--- src/rtl/uart_mmio_responder_if.sv ---
// rtl/uart_mmio_responder_if.sv - CPU memory-stage data port between the MEMORY stage and the UART responder
interface uart_mmio_responder_if;
  logic        write;
  logic [1:0]  area;
  logic [31:0] address;
  logic [31:0] datain;
  logic [31:0] dataout;

  modport master (output write, area, address, datain, input dataout);
  modport slave  (input write, area, address, datain, output dataout);
endinterface

--- src/rtl/uart_mmio_responder.sv ---
// rtl/uart_mmio_responder.sv - memory-mapped UART transmitter with TX FIFO; define UART_PARITY_EN for an even-parity bit
module uart_mmio_responder #(
  parameter logic [31:0] BASE_ADDR   = 32'h1000_0000,
  parameter int          FIFO_DEPTH  = 8,
  parameter logic [15:0] DEFAULT_DIV = 16'd868
) (
  input  logic                 clk,
  input  logic                 reset,
  uart_mmio_responder_if.slave bus,
  output logic                 tx
);

  localparam int            AW     = $clog2(FIFO_DEPTH);
  localparam logic [AW:0]   DEPTH_C = (AW+1)'(FIFO_DEPTH);
  localparam logic [AW:0]   HALF_C  = (AW+1)'(FIFO_DEPTH / 2);

  typedef enum logic [2:0] {S_IDLE, S_START, S_DATA, S_PARITY, S_STOP} state_t;

  // register window decode uses the word address only
  logic sel_data, sel_status, sel_div;
  assign sel_data   = (bus.address[31:2] == BASE_ADDR[31:2]);
  assign sel_status = (bus.address[31:2] == BASE_ADDR[31:2] + 30'd1);
  assign sel_div    = (bus.address[31:2] == BASE_ADDR[31:2] + 30'd2);

  logic unused_bits;
  assign unused_bits = ^{bus.address[1:0], bus.datain[31:16]};

  logic [7:0]    mem [FIFO_DEPTH];
  logic [AW-1:0] wr_ptr, rd_ptr;
  logic [AW:0]   count;
  logic          ovf;
  logic [15:0]   div_reg;
  logic          fifo_empty, fifo_full, push_req, push, pop;

  assign fifo_empty = (count == '0);
  assign fifo_full  = (count == DEPTH_C);
  assign push_req   = bus.write && sel_data;
  // a store into a full FIFO is dropped even if the transmitter pops on the same edge
  assign push       = push_req && !fifo_full;

  state_t      state, state_n;
  logic [15:0] baudcnt, baud_n;
  logic [2:0]  bitcnt, bit_n;
  logic [7:0]  shift, shift_n;
  logic        tx_q, tx_n;
  logic [15:0] div_eff, reload;

  assign div_eff = (div_reg == 16'd0) ? 16'd1 : div_reg;
  assign reload  = div_eff - 16'd1;
  assign tx      = tx_q;

  // FIFO storage; not reset, only the pointers and count define validity
  always_ff @(posedge clk) begin
    if (push) mem[wr_ptr] <= bus.datain[7:0];
  end

  // FIFO pointers, occupancy and sticky overflow flag
  always_ff @(posedge clk) begin
    if (reset) begin
      wr_ptr <= '0;
      rd_ptr <= '0;
      count  <= '0;
      ovf    <= 1'b0;
    end else begin
      if (push) wr_ptr <= wr_ptr + 1'b1;
      if (pop)  rd_ptr <= rd_ptr + 1'b1;
      case ({push, pop})
        2'b10:   count <= count + 1'b1;
        2'b01:   count <= count - 1'b1;
        default: ;
      endcase
      if (push_req && fifo_full)       ovf <= 1'b1;
      else if (bus.write && sel_status) ovf <= 1'b0;
    end
  end

  // baud divisor; a byte store only touches the low byte
  always_ff @(posedge clk) begin
    if (reset) begin
      div_reg <= DEFAULT_DIV;
    end else if (bus.write && sel_div) begin
      if (bus.area == 2'b00) div_reg[7:0] <= bus.datain[7:0];
      else                   div_reg      <= bus.datain[15:0];
    end
  end

  // transmitter state and registered serial output
  always_ff @(posedge clk) begin
    if (reset) begin
      state   <= S_IDLE;
      baudcnt <= 16'd0;
      bitcnt  <= 3'd0;
      shift   <= 8'd0;
      tx_q    <= 1'b1;
    end else begin
      state   <= state_n;
      baudcnt <= baud_n;
      bitcnt  <= bit_n;
      shift   <= shift_n;
      tx_q    <= tx_n;
    end
  end

  // next-state logic; STOP expiry with data pending chains straight into a new START
  always_comb begin
    state_n = state;
    baud_n  = baudcnt;
    bit_n   = bitcnt;
    shift_n = shift;
    tx_n    = tx_q;
    pop     = 1'b0;
    case (state)
      S_IDLE: begin
        tx_n = 1'b1;
        if (!fifo_empty) begin
          pop     = 1'b1;
          shift_n = mem[rd_ptr];
          baud_n  = reload;
          tx_n    = 1'b0;
          state_n = S_START;
        end
      end
      S_START: begin
        if (baudcnt == 16'd0) begin
          state_n = S_DATA;
          tx_n    = shift[0];
          bit_n   = 3'd0;
          baud_n  = reload;
        end else begin
          baud_n = baudcnt - 16'd1;
        end
      end
      S_DATA: begin
        if (baudcnt == 16'd0) begin
          baud_n = reload;
          if (bitcnt == 3'd7) begin
`ifdef UART_PARITY_EN
            state_n = S_PARITY;
            tx_n    = ^shift;
`else
            state_n = S_STOP;
            tx_n    = 1'b1;
`endif
          end else begin
            bit_n = bitcnt + 3'd1;
            tx_n  = shift[bit_n];
          end
        end else begin
          baud_n = baudcnt - 16'd1;
        end
      end
`ifdef UART_PARITY_EN
      S_PARITY: begin
        if (baudcnt == 16'd0) begin
          state_n = S_STOP;
          tx_n    = 1'b1;
          baud_n  = reload;
        end else begin
          baud_n = baudcnt - 16'd1;
        end
      end
`endif
      S_STOP: begin
        if (baudcnt == 16'd0) begin
          if (!fifo_empty) begin
            pop     = 1'b1;
            shift_n = mem[rd_ptr];
            baud_n  = reload;
            tx_n    = 1'b0;
            state_n = S_START;
          end else begin
            state_n = S_IDLE;
          end
        end else begin
          baud_n = baudcnt - 16'd1;
        end
      end
      default: state_n = S_IDLE;
    endcase
  end

  // load data mux; DATA and unmapped addresses read as zero
  always_comb begin
    bus.dataout = 32'd0;
    if (sel_status)
      bus.dataout = {26'd0, (count > HALF_C), ovf, fifo_empty, fifo_full, (state != S_IDLE)};
    else if (sel_div)
      bus.dataout = {16'd0, div_reg};
  end

endmodule
--- src/flat_wrapper.sv ---
// flat-port wrapper written by rule: the top's interface ports become plain ports
module uart_mmio_responder_flat 
#(
  parameter logic [31:0] BASE_ADDR   = 32'h1000_0000,
  parameter int          FIFO_DEPTH  = 8,
  parameter logic [15:0] DEFAULT_DIV = 16'd868
)
  (clk, reset, tx, bus_write, bus_area, bus_address, bus_datain, bus_dataout);
  uart_mmio_responder_if bus_i ();
  input  logic clk;
  input  logic reset;
  output logic tx;
  input wire logic [$bits(bus_i.write)-1:0] bus_write;
  input wire logic [$bits(bus_i.area)-1:0] bus_area;
  input wire logic [$bits(bus_i.address)-1:0] bus_address;
  input wire logic [$bits(bus_i.datain)-1:0] bus_datain;
  output wire logic [$bits(bus_i.dataout)-1:0] bus_dataout;
  assign bus_i.write = bus_write;
  assign bus_i.area = bus_area;
  assign bus_i.address = bus_address;
  assign bus_i.datain = bus_datain;
  assign bus_dataout = bus_i.dataout;
  uart_mmio_responder #(.BASE_ADDR(BASE_ADDR), .FIFO_DEPTH(FIFO_DEPTH), .DEFAULT_DIV(DEFAULT_DIV)) u_core (.clk(clk), .reset(reset), .bus(bus_i), .tx(tx));
endmodule
--- config.mk ---
export PLATFORM = sky130hd
export DESIGN_NAME = uart_mmio_responder_flat
export DESIGN_NICKNAME = d
export VERILOG_FILES = /design/src/rtl/uart_mmio_responder_if.sv /design/src/rtl/uart_mmio_responder.sv /design/src/flat_wrapper.sv
export SDC_FILE = /design/constraint.sdc
export NUM_CORES = 1
export LEC_CHECK = 0
export CAP_MARGIN = 0
export CORE_ASPECT_RATIO = 1.75
export CORE_UTILIZATION = 35
export CTS_CLUSTER_SIZE = 30
export DETAILED_ROUTE_END_ITERATION = 8
export GPL_ROUTABILITY_DRIVEN = 0
export GPL_TIMING_DRIVEN = 0
export PLACE_DENSITY = 0.59
export SLEW_MARGIN = 20
export SYNTH_ARGS = -nofsm -noshare
export SYNTH_HDL_FRONTEND = slang
export SYNTH_SLANG_ARGS = --single-unit
--- constraint.sdc ---
create_clock -name clk -period 5.55 [get_ports clk]
set_clock_uncertainty 0.05 [all_clocks]
set_input_delay 0.555 -clock clk [delete_from_list [all_inputs] [get_ports clk]]
set_output_delay 0.555 -clock clk [all_outputs]
set_load 0.01 [all_outputs]
==> results by group, run 1 <==
Final layout
  • Non-filler instance count after layout: 952
  • Fin nets: 784
  • Most frequent cells in the layout: nor2_1 (75), clkdlybuf4s50_1 (66), edfxtp_1 (64)
  • Layout area overhead: 25.1%
  • Register area: 3140 um2
  • Share of cells above drive strength 1: 0.132
  • Fillers: 1731
  • Final Util: 0.447
  • Number of flip-flops in the largest register: 64
  • Design area: 8070 um2
  • Antenna Cells: 0
  • Most common cell after layout, fill and taps aside: nor2_1
  • Area of the multi-input gates: 3060 um2

Global routing
  • GRT Resource Usage Total: 0.196
  • Total gr overflow: 0
  • Vias in the first global route: 5479
  • Largest net degree at the start of global routing: 17
  • Global-route wire length before repair: 28700 um
  • Initial antenna violation count: 0

CTS
  • Clk Latency, worst-skew pair: 0.41 ns
  • Setup bufs post-CTS: 0
  • Clk Tree Root Cell: clkbuf_16
  • # H-tree levels: 4
  • CTS resizes: 0
  • Worst-case clock buffer depth: 2
  • CTS Sinks: 125
  • CTS tree: yes
  • Cts-stage hold buffer count: 0
  • Clk slew on worst S/H paths: 0.06 ns
  • Inserted Clock Buffers: 17

Place
  • Hpwl dp: 13800 um
  • Cell Area, Placed: 7460 um2
  • # port buffers: 66
  • Total placed cells including tap cells: 920
  • Dpl ws: 1.43 ns

Detailed routing
  • DRC: 0
  • WL final: 17800 um
  • Vias: 5190
  • Routed Antenna Nets: 0
  • Post-DR wirelength/cell: 18.7 um
  • Metal3 WL: 610 um
  • M1 WL: 6000 um
  • Met2 Routed Length: 10500 um
  • Highest routed layer: met4
  • Via/cell ratio: 5.45
  • Drt first pass iters: 5
  • First-iteration detailed-routing DRC count: 300

Worst hold path
  • Startpoint of the worst hold path: u_core.bitcnt[1]
  • Hold Path Class: reg2reg
  • Worst Hold Path Cells: 2
  • WHS Endpoint: u_core.bitcnt[1]

Synth
  • Ys Warns: 0
  • Syn Area/Cell: 10.7 um2
  • Post-Syn Instances: 605
  • Post-synth EDFFs: 64
  • Cell Area, Synth: 6440 um2
  • #FFs+latches synth: 125
  • Primary FF master, synth: edfxtp_1
  • Cell variety after synth: 69
  • Sequential share of the synthesized area: 0.488
  • Async set or reset register ratio after synthesis: 0

Setup path
  • Critical Path AT: 3.54 ns
  • Reg-to-Reg End: u_core.count[3]
  • R2R Path Start: u_core.baudcnt[0]
  • CP endpoint kind: output port
  • Worst endpoint required time: 4.95 ns
  • Crit-path cells: clkdlybuf4s50_1, nor4_1, nand4_1, nor4_1, clkbuf_1, and2_1, clkdlybuf4s50_1
  • Worst path max stage delay: 0.86 ns
  • Worst path slowest cell: nor4_1
  • FF-to-FF setup slack: 1.76 ns
  • Worst reg2reg path depth: 15
  • Crit Path Class: in2out
  • Critical Path Start Type: input port
  • Worst-path fanout max: 10

STA
  • Worst Hold Slack: 0.429 ns
  • Worst Max-Slew Pin Slew: 1.04 ns
  • Final Setup Violations: 0
  • Final WS setup: 1.40 ns
  • Tcrit/Tclk final: 0.747
  • Setup TNS Final: 0 ns
  • RSZ-0062 raised after global routing: no
  • FMAX: 0.241 GHz
  • Pins over their slew limit: 0
  • Fin crit period: 4.15 ns
  • Final hold viol count: 0
  • Worst relative slew slack: 0.300

Power
  • Total power draw: 2.17 mW
  • VDD IR max: 0.000273 V
  • PwrDens: 269 nW/um2
  • Leak: 2.76 nW

Floorplan
  • Core area: 18100 um2
  • Die width: 105 um
  • Initial Util: 0.357
  • I/O pins: 102
  • Die Y: 182 um
  • Die area: 19000 um2
  • Std-Cell Rows: 65

Run status
  • Status: finished, final reports clean

Job
  • Maxcap violations: 0
==> Yosys cell counts, types with 9 or more instances <==
master / instances / area [um2]
and2_1: 15 / 93.8
a21oi_1: 34 / 170
mux2i_1: 26 / 260
mux4_2: 18 / 405
nor2_1: 75 / 282
clkbuf_1: 19 / 71.3
inv_1: 13 / 48.8
nand3_1: 12 / 60.1
xnor2_1: 9 / 78.8
nor4_1: 11 / 68.8
dfxtp_1: 61 / 1220
a211oi_1: 11 / 82.6
edfxtp_1: 64 / 1920
nand2_1: 25 / 93.8
nor3_1: 23 / 115
buf_4: 17 / 128
o21ai_0: 16 / 80.1
ha_1: 9 / 113
==> layer usage <==
layer,track usage,vias to the layer above
met3,0.0237,48
met5,0,-
met1,0.182,2499
li1,-,2474
met2,0.392,169
met4,0.126,0
==> layout make-up <==
type / instances / share of cell area
Inverter: 13 / 0.00605
Buffer: 48 / 0.0324
Clock inverter: 15 / 0.0217
Sequential cell: 125 / 0.390
Timing Repair Buffer: 66 / 0.0819
Multi-Input combinational cell: 434 / 0.379
Clock buffer: 17 / 0.0527
Tap cell: 234 / 0.0363
==> how the worst max path moves through the flow <==
stage | startpoint | to | slack (ns)
after floorplan | u_core.baudcnt[0] | u_core.count[3] | 2.51
after global placement | bus_address[5] | bus_dataout[6] | 1.47
after detailed placement | bus_address[5] | bus_dataout[6] | 1.43
after CTS | bus_address[5] | bus_dataout[6] | 1.43
after global routing | bus_address[13] | bus_dataout[4] | 1.20
final | bus_address[5] | bus_dataout[6] | 1.40
==> power breakdown <==
part	switching (mW)	internal [mW]
Sequential	0.00000000819	0.969
Combinational	0.0324	0.0407
Clock	0.447	0.677
Total	0.479	1.69
==> kinds of logic after synthesis <==
logic type,share of synthesized area
muxes,0.110
xor gates and xnor gates,0.0231
AOI/OAI and AO/OA,0.132
adders and majority gates,0.0221
buffers and inverters,0.0481
other,0.000582
DFF,0.488
and+or+nand+nor,0.176
==> worst max-delay path: cells and delay by family <==
family                 cells  cell delay [ns]
AND/OR/NAND/NOR            4             1.61
buffers and inverters      3             1.37
Power figures use the tool's default switching activity.
==> run 2: changes to the inputs <==
- clock period: 5.55 -> 3.9 ns (I/O delays scaled with it)
==> run 2 against run 1 <==
  * Sequential share of layout area about the same
  * Combinational power increased by 42%
  * Register-to-register slack got worse by 1.6 ns
  * Critical path depth is 5 higher
  * Worst setup slack lost 1.3 ns
  * Non-clock buffer count did not move
  * Flip-flop and latch count is the same
  * Final cell count unchanged
  * Global-route usage about the same
  * Count of clock-buffer cells in the layout did not move
  * Core utilization rose by 0.056 points
  * Die area stayed put
==> results by group, run 2 (same netlist as run 1, synthesis figures left out) <==
Global routing
  • Global-route wire length before repair: 28700 um (about the same)
  • Initial antenna violation count: 0 (unchanged)
  • GRT Resource Usage Total: 0.196 (about the same)
  • Total gr overflow: 0 (unchanged)
  • Vias in the first global route: 5477 (-0.037%)
  • Largest net degree at the start of global routing: 17 (unchanged)

Setup path
  • Critical Path AT: 4.06 ns (+0.52 ns)
  • Crit Path Class: reg2reg
  • WP buf/inv: 2 (-1)
  • Critical Path Start Type: register
  • Crit-path cells: nor4_2, nor3_1, and2_1, buf_4, buf_6, ha_1, ha_1, a21o_1, a21oi_1, xnor2_1, or3_1, a21oi_1
  • FF-to-FF setup slack: 0.12 ns (-1.64 ns)
  • Crit-path leading delay family: simple AND/OR/NAND/NOR gates
  • Worst path slowest cell: nor4_2
  • Worst endpoint required time: 4.19 ns (-0.76 ns)
  • Worst reg2reg path depth: 12 (-3)
  • Reg-to-Reg End: u_core.count[3]
  • R2R Path Start: u_core.count[0]
  • Worst-path fanout max: 10 (unchanged)
  • Worst path max stage delay: 0.94 ns (+0.08 ns)
  • CP endpoint kind: register

CTS
  • Setup bufs post-CTS: 0 (unchanged)
  • Clk Latency, worst-skew pair: 0.41 ns (about the same)
  • Clk slew on worst S/H paths: 0.06 ns (about the same)
  • Inserted Clock Buffers: 17 (unchanged)
  • CTS resizes: 0 (unchanged)
  • # H-tree levels: 4 (unchanged)
  • Clk Tree Root Cell: clkbuf_16
  • CTS Sinks: 125 (unchanged)
  • Cts-stage hold buffer count: 0 (unchanged)
  • Worst-case clock buffer depth: 2 (unchanged)
  • CTS tree: yes

Power
  • P_int: 2.40 mW (+42%)
  • Gate power share: 0.034 (about the same)
  • Leak: 2.76 nW (about the same)
  • VDD IR max: 0.000389 V (+42%)
  • Switching Fraction: 0.221 (about the same)
  • Reg power frac: 0.447 (about the same)
  • Total power draw: 3.08 mW (+42%)
  • Clock power frac: 0.519 (about the same)
  • PwrDens: 382 nW/um2 (+42%)
  • Sw Pwr: 0.682 mW (+42%)

Place
  • # port buffers: 66 (unchanged)
  • Hpwl dp: 13800 um (unchanged)

Detailed routing
  • DRC: 0 (unchanged)
  • Vias: 5211 (+0.40%)
  • WL final: 17800 um (-0.16%)
  • Via/cell ratio: 5.47 (+0.40%)
  • Post-DR wirelength/cell: 18.7 um (-0.16%)
  • First-iteration detailed-routing DRC count: 289 (-3.7%)
  • Routed Antenna Nets: 0 (unchanged)
  • Drt first pass iters: 5 (unchanged)

Floorplan
  • Die area: 19000 um2 (unchanged)
  • Std-Cell Rows: 65 (unchanged)
  • Core area: 18100 um2 (unchanged)
  • Die width: 105 um (unchanged)
  • I/O pins: 102 (unchanged)
  • Initial Util: 0.357 (unchanged)
  • Die Y: 182 um (unchanged)

Job
  • Maxcap violations: 0 (unchanged)

Final layout
  • Most frequent cells in the layout: nor2_1 (75), clkdlybuf4s50_1 (66), edfxtp_1 (64)
  • Final Util: 0.447 (+0.000555)
  • Number of flip-flops in the largest register: 64 (unchanged)
  • Layout area overhead: 25.3%
  • Most common cell after layout, fill and taps aside: nor2_1
  • Fin nets: 784 (unchanged)
  • Share of cells above drive strength 1: 0.135 (+0.00279)
  • Antenna Cells: 0 (unchanged)

STA
  • FMAX: 0.265 GHz
  • Final hold viol count: 0 (unchanged)
  • Final Setup Violations: 0 (unchanged)
  • Fin crit period: 3.78 ns
  • Pins over their slew limit: 0 (unchanged)
  • Worst Hold Slack: 0.429 ns (+0.0000110 ns)
  • Worst Max-Slew Pin Slew: 1.05 ns (+0.0115 ns)
  • Tcrit/Tclk final: 0.969
  • Worst relative slew slack: 0.292 (-0.00775)
  • RSZ-0062 raised after global routing: yes

Worst hold path
  • Worst Hold Path Cells: 2 (unchanged)
  • WHS Endpoint: u_core.bitcnt[1]
  • Hold Path Class: reg2reg
  • Startpoint of the worst hold path: u_core.bitcnt[1]

Run status
  • Status: finished, final reports clean
-- run 2: worst max path at each step --
| stage | start | end | slack (ns) | cells past startpoint |
|---|---|---|---|---|
| finish | u_core.count[0] | u_core.count[3] | 0.12 | 12 |
| detailed placement | bus_address[5] | bus_dataout[6] | 0.11 | 7 |
| global route | u_core.baudcnt[0] | u_core.count[3] | -0.06 | 15 |
| global placement | bus_address[5] | u_core.mem[0][3] | 0.14 | 7 |
| floorplan | u_core.baudcnt[0] | u_core.count[3] | 0.86 | 15 |
| CTS | bus_address[5] | bus_dataout[6] | 0.11 | 7 |
-- run 2: metrics by stage --
| step | setup TNS (ns) | cell area (um2) | setup WS (ns) | std cells |
|---|---|---|---|---|
| floorplan | 0 | 6500 | 0.860 | 620 |
| global placement | 0 | 7450 | 0.143 | 920 |
| detailed placement | 0 | 7460 | 0.112 | 920 |
| CTS | 0 | 8070 | 0.111 | 952 |
| global route | -0.0568 | 8080 | -0.0568 | 952 |
| finish | 0 | 8080 | 0.122 | 952 |
-- run 2: worst reg2reg max path, cell delays in order (launching register included) --
cell and delay, ns:
dfxtp_1 0.38, nor4_2 0.94, nor3_1 0.29, and2_1 0.23, buf_4 0.17, buf_6 0.15
ha_1 0.24, ha_1 0.31, a21o_1 0.18, a21oi_1 0.19, xnor2_1 0.11, or3_1 0.31
a21oi_1 0.15
-- run 2: layout make-up --
cell class                 instances  area [um2]
buffer                            48         262
tap                              234         293
inverter                          13        48.8
multi-input combinational        434        3070
fill                            1728        9980
clock buffer                      17         425
timing repair buffer              66         661
clock inverter                    15         175
sequential                       125        3140
-- run 2: power groups by stage --
stage / Clock [mW] / Combinational (mW) / Sequential [mW]
floorplan: 0 / 0.0328 / 1.41
global placement: 0 / 0.102 / 1.41
detailed placement: 0 / 0.104 / 1.41
CTS: 1.62 / 0.105 / 1.38
global route: 1.68 / 0.111 / 1.38
finish: 1.60 / 0.104 / 1.38
-- run 2: routing by layer --
| metal | up-vias | track usage | wire (um) |
|---|---|---|---|
| li1 | 2470 | - | - |
| met2 | 159 | 0.392 | 10400 |
| met1 | 2531 | 0.182 | 5980 |
| met5 | - | 0 | 0 |
| met4 | 0 | 0.126 | 785 |
| met3 | 51 | 0.0237 | 608 |
==> variant: new RTL, settings of run 2 <==
`FIFO_DEPTH` is set to 8 in 2 places; all go to 16.
--- a/src/rtl/uart_mmio_responder.sv
+++ b/src/rtl/uart_mmio_responder.sv
@@ -1,7 +1,7 @@
 // rtl/uart_mmio_responder.sv - memory-mapped UART transmitter with TX FIFO; define UART_PARITY_EN for an even-parity bit
 module uart_mmio_responder #(
   parameter logic [31:0] BASE_ADDR   = 32'h1000_0000,
-  parameter int          FIFO_DEPTH  = 8,
+  parameter int          FIFO_DEPTH  = 16,
   parameter logic [15:0] DEFAULT_DIV = 16'd868
 ) (
   input  logic                 clk,
--- a/src/flat_wrapper.sv
+++ b/src/flat_wrapper.sv
@@ -2,7 +2,7 @@
 module uart_mmio_responder_flat 
 #(
   parameter logic [31:0] BASE_ADDR   = 32'h1000_0000,
-  parameter int          FIFO_DEPTH  = 8,
+  parameter int          FIFO_DEPTH  = 16,
   parameter logic [15:0] DEFAULT_DIV = 16'd868
 )
   (clk, reset, tx, bus_write, bus_area, bus_address, bus_datain, bus_dataout);
Function: changed (a bounded check fails within 10 cycles, from zero or initial values and one cycle with reset high).
==> variant against run 2 <==
- sequential cell count is 68 higher
- first-iteration DRC count grew 43%
- critical path depth is 3 higher
- power increased by 30%
- cell area grew 36%
- sequential share of layout area is 8.1 points higher
- wire length is 33% higher
- synthesized cell count increased by 22%
- synthesized area grew 42%
- worst setup slack gained 0.12 ns
==> variant: results (changes against run 2) <==
metric,value,unit,change
synth.yosys.seq_area_share,56.1,%,+7.3 points
startpoint,u_core.baudcnt[7]$_SDFFE_PP0P_,,
wirelength,23800,um,+33%
placedCellCount,1141,,+24%
synth_area_leaders,"edfxtp_1 (42%), dfxtp_1 (14%), mux4_2 (10%)",,
hold_end,u_core.shift[4]$_SDFFE_PP0P_,,
whs,0.402,ns,-0.0273 ns
status,completed,,
synth_top_area_cell,edfxtp_1,,
insertion_delay,0.44,ns,+0.03 ns
use_met2,33.7,%,-5.5 points
gr-usage-met3,2.42,%,+0.050 points
clkTransAtPathRegs,0.08,ns,+0.02 ns
async_flop_share,0,%,unchanged
path_max_fanout,10,,unchanged
viasPerCell,5.39,,-1.5%
arrival,3.93,ns,-0.13 ns
post-place-ws,-0.258,ns,-0.369 ns
synthXorXnorAreaFrac,2.48,%,+0.17 points
cts.path.max_buffers,2,,unchanged
postCtsSetupRepairBufs,1,,+1
dr.pass1.iters,5,,unchanged
wl_met2,13200,um,+26%
nNetsFinal,927,,+18%
p_leak,3.59,nW,+30%
portBuffers,67,,+1.5%
grt.total_usage,18.0,%,-1.6 points
min_path_cells,2,,unchanged
r2r_cells,15,,+3
ctsResizeCount,2,,+2
cts_buffers,17,,unchanged
met1_length,8810,um,+47%
fmax,0.273,GHz,+3.3%
max-slew-margin-rel,35.5,%,+6.3 points
post_dp_cell_area,0.0103,mm2,+38%
drtIter0Drc,414,,+43%
largest_reg_flops,128,,+100%
ys_types,76,,+10%
peakVddDrop,0.296,mV,-24%
antenna_found_initial,0,,unchanged
synth_compound_area_share,9.23,%,-4.0 points
drive_above_1_share,15.6,%,+2.1 points
grt_max_degree,19,,+2
dpl.hpwl,17400,um,+26%
crit-reg2reg-launch,u_core.baudcnt[7]$_SDFFE_PP0P_,,
synth-edff-count,128,,+100%
r2r_slack,0.24,ns,+0.12 ns
grt_pass1_vias,6357,,+16%
synth.avg_cell_area,12.4,um2,+17%
synth_fa_ha_area_share,1.99,%,-0.22 points
endpoint,u_core.count[4]$_SDFFE_PP0P_,,
via_count,6344,,+22%
met1_usage,19.0,%,+0.87 points
min_from,u_core.shift[4]$_SDFFE_PP0P_,,
hp-class,register to register,,
yosysWarnings,0,,unchanged
synthMuxAreaShare,12.5,%,+1.5 points
dr_wl_met3,627,um,+3.1%
grt_pass1_wl,36500,um,+27%
ys_top_cells_by_count,"edfxtp_1 (128), nor2_1 (77), dfxtp_1 (65), nand2_1 (57), mux4_2 (42)",,
## variant: worst max-delay path, stage by stage, from the launching register on
cell     delay, ns
dfxtp_1       0.39
nor4_4        0.43
nand4_1       0.29
o21ai_4       0.26
nand2_2       0.18
inv_2         0.10
buf_2         0.21
ha_2          0.25
inv_1         0.09
fa_1          0.44
nor2b_1       0.16
o21ai_0       0.11
and3_1        0.20
nor3_1        0.18
xnor2_1       0.14
nor2_1        0.05
## variant: where the power goes
| group | total (mW) | switching, mW | leakage [nW] | internal [mW] |
|---|---|---|---|---|
| clock network | 1.72 | 0.811 | 0.280 | 0.906 |
| logic | 0.118 | 0.0591 | 1.64 | 0.0586 |
| registers | 2.17 | 0.00000000960 | 1.67 | 2.17 |
## variant: cell type report
cell class,instances,area (um2)
Buffer,56,309
Clock buffer,19,433
Clock inverter,13,138
Fill cell,2412,14900
Inverter,19,71.3
Multi-Input combinational cell,486,3750
Sequential cell,193,5140
Tap cell,320,400
Timing Repair Buffer,71,701
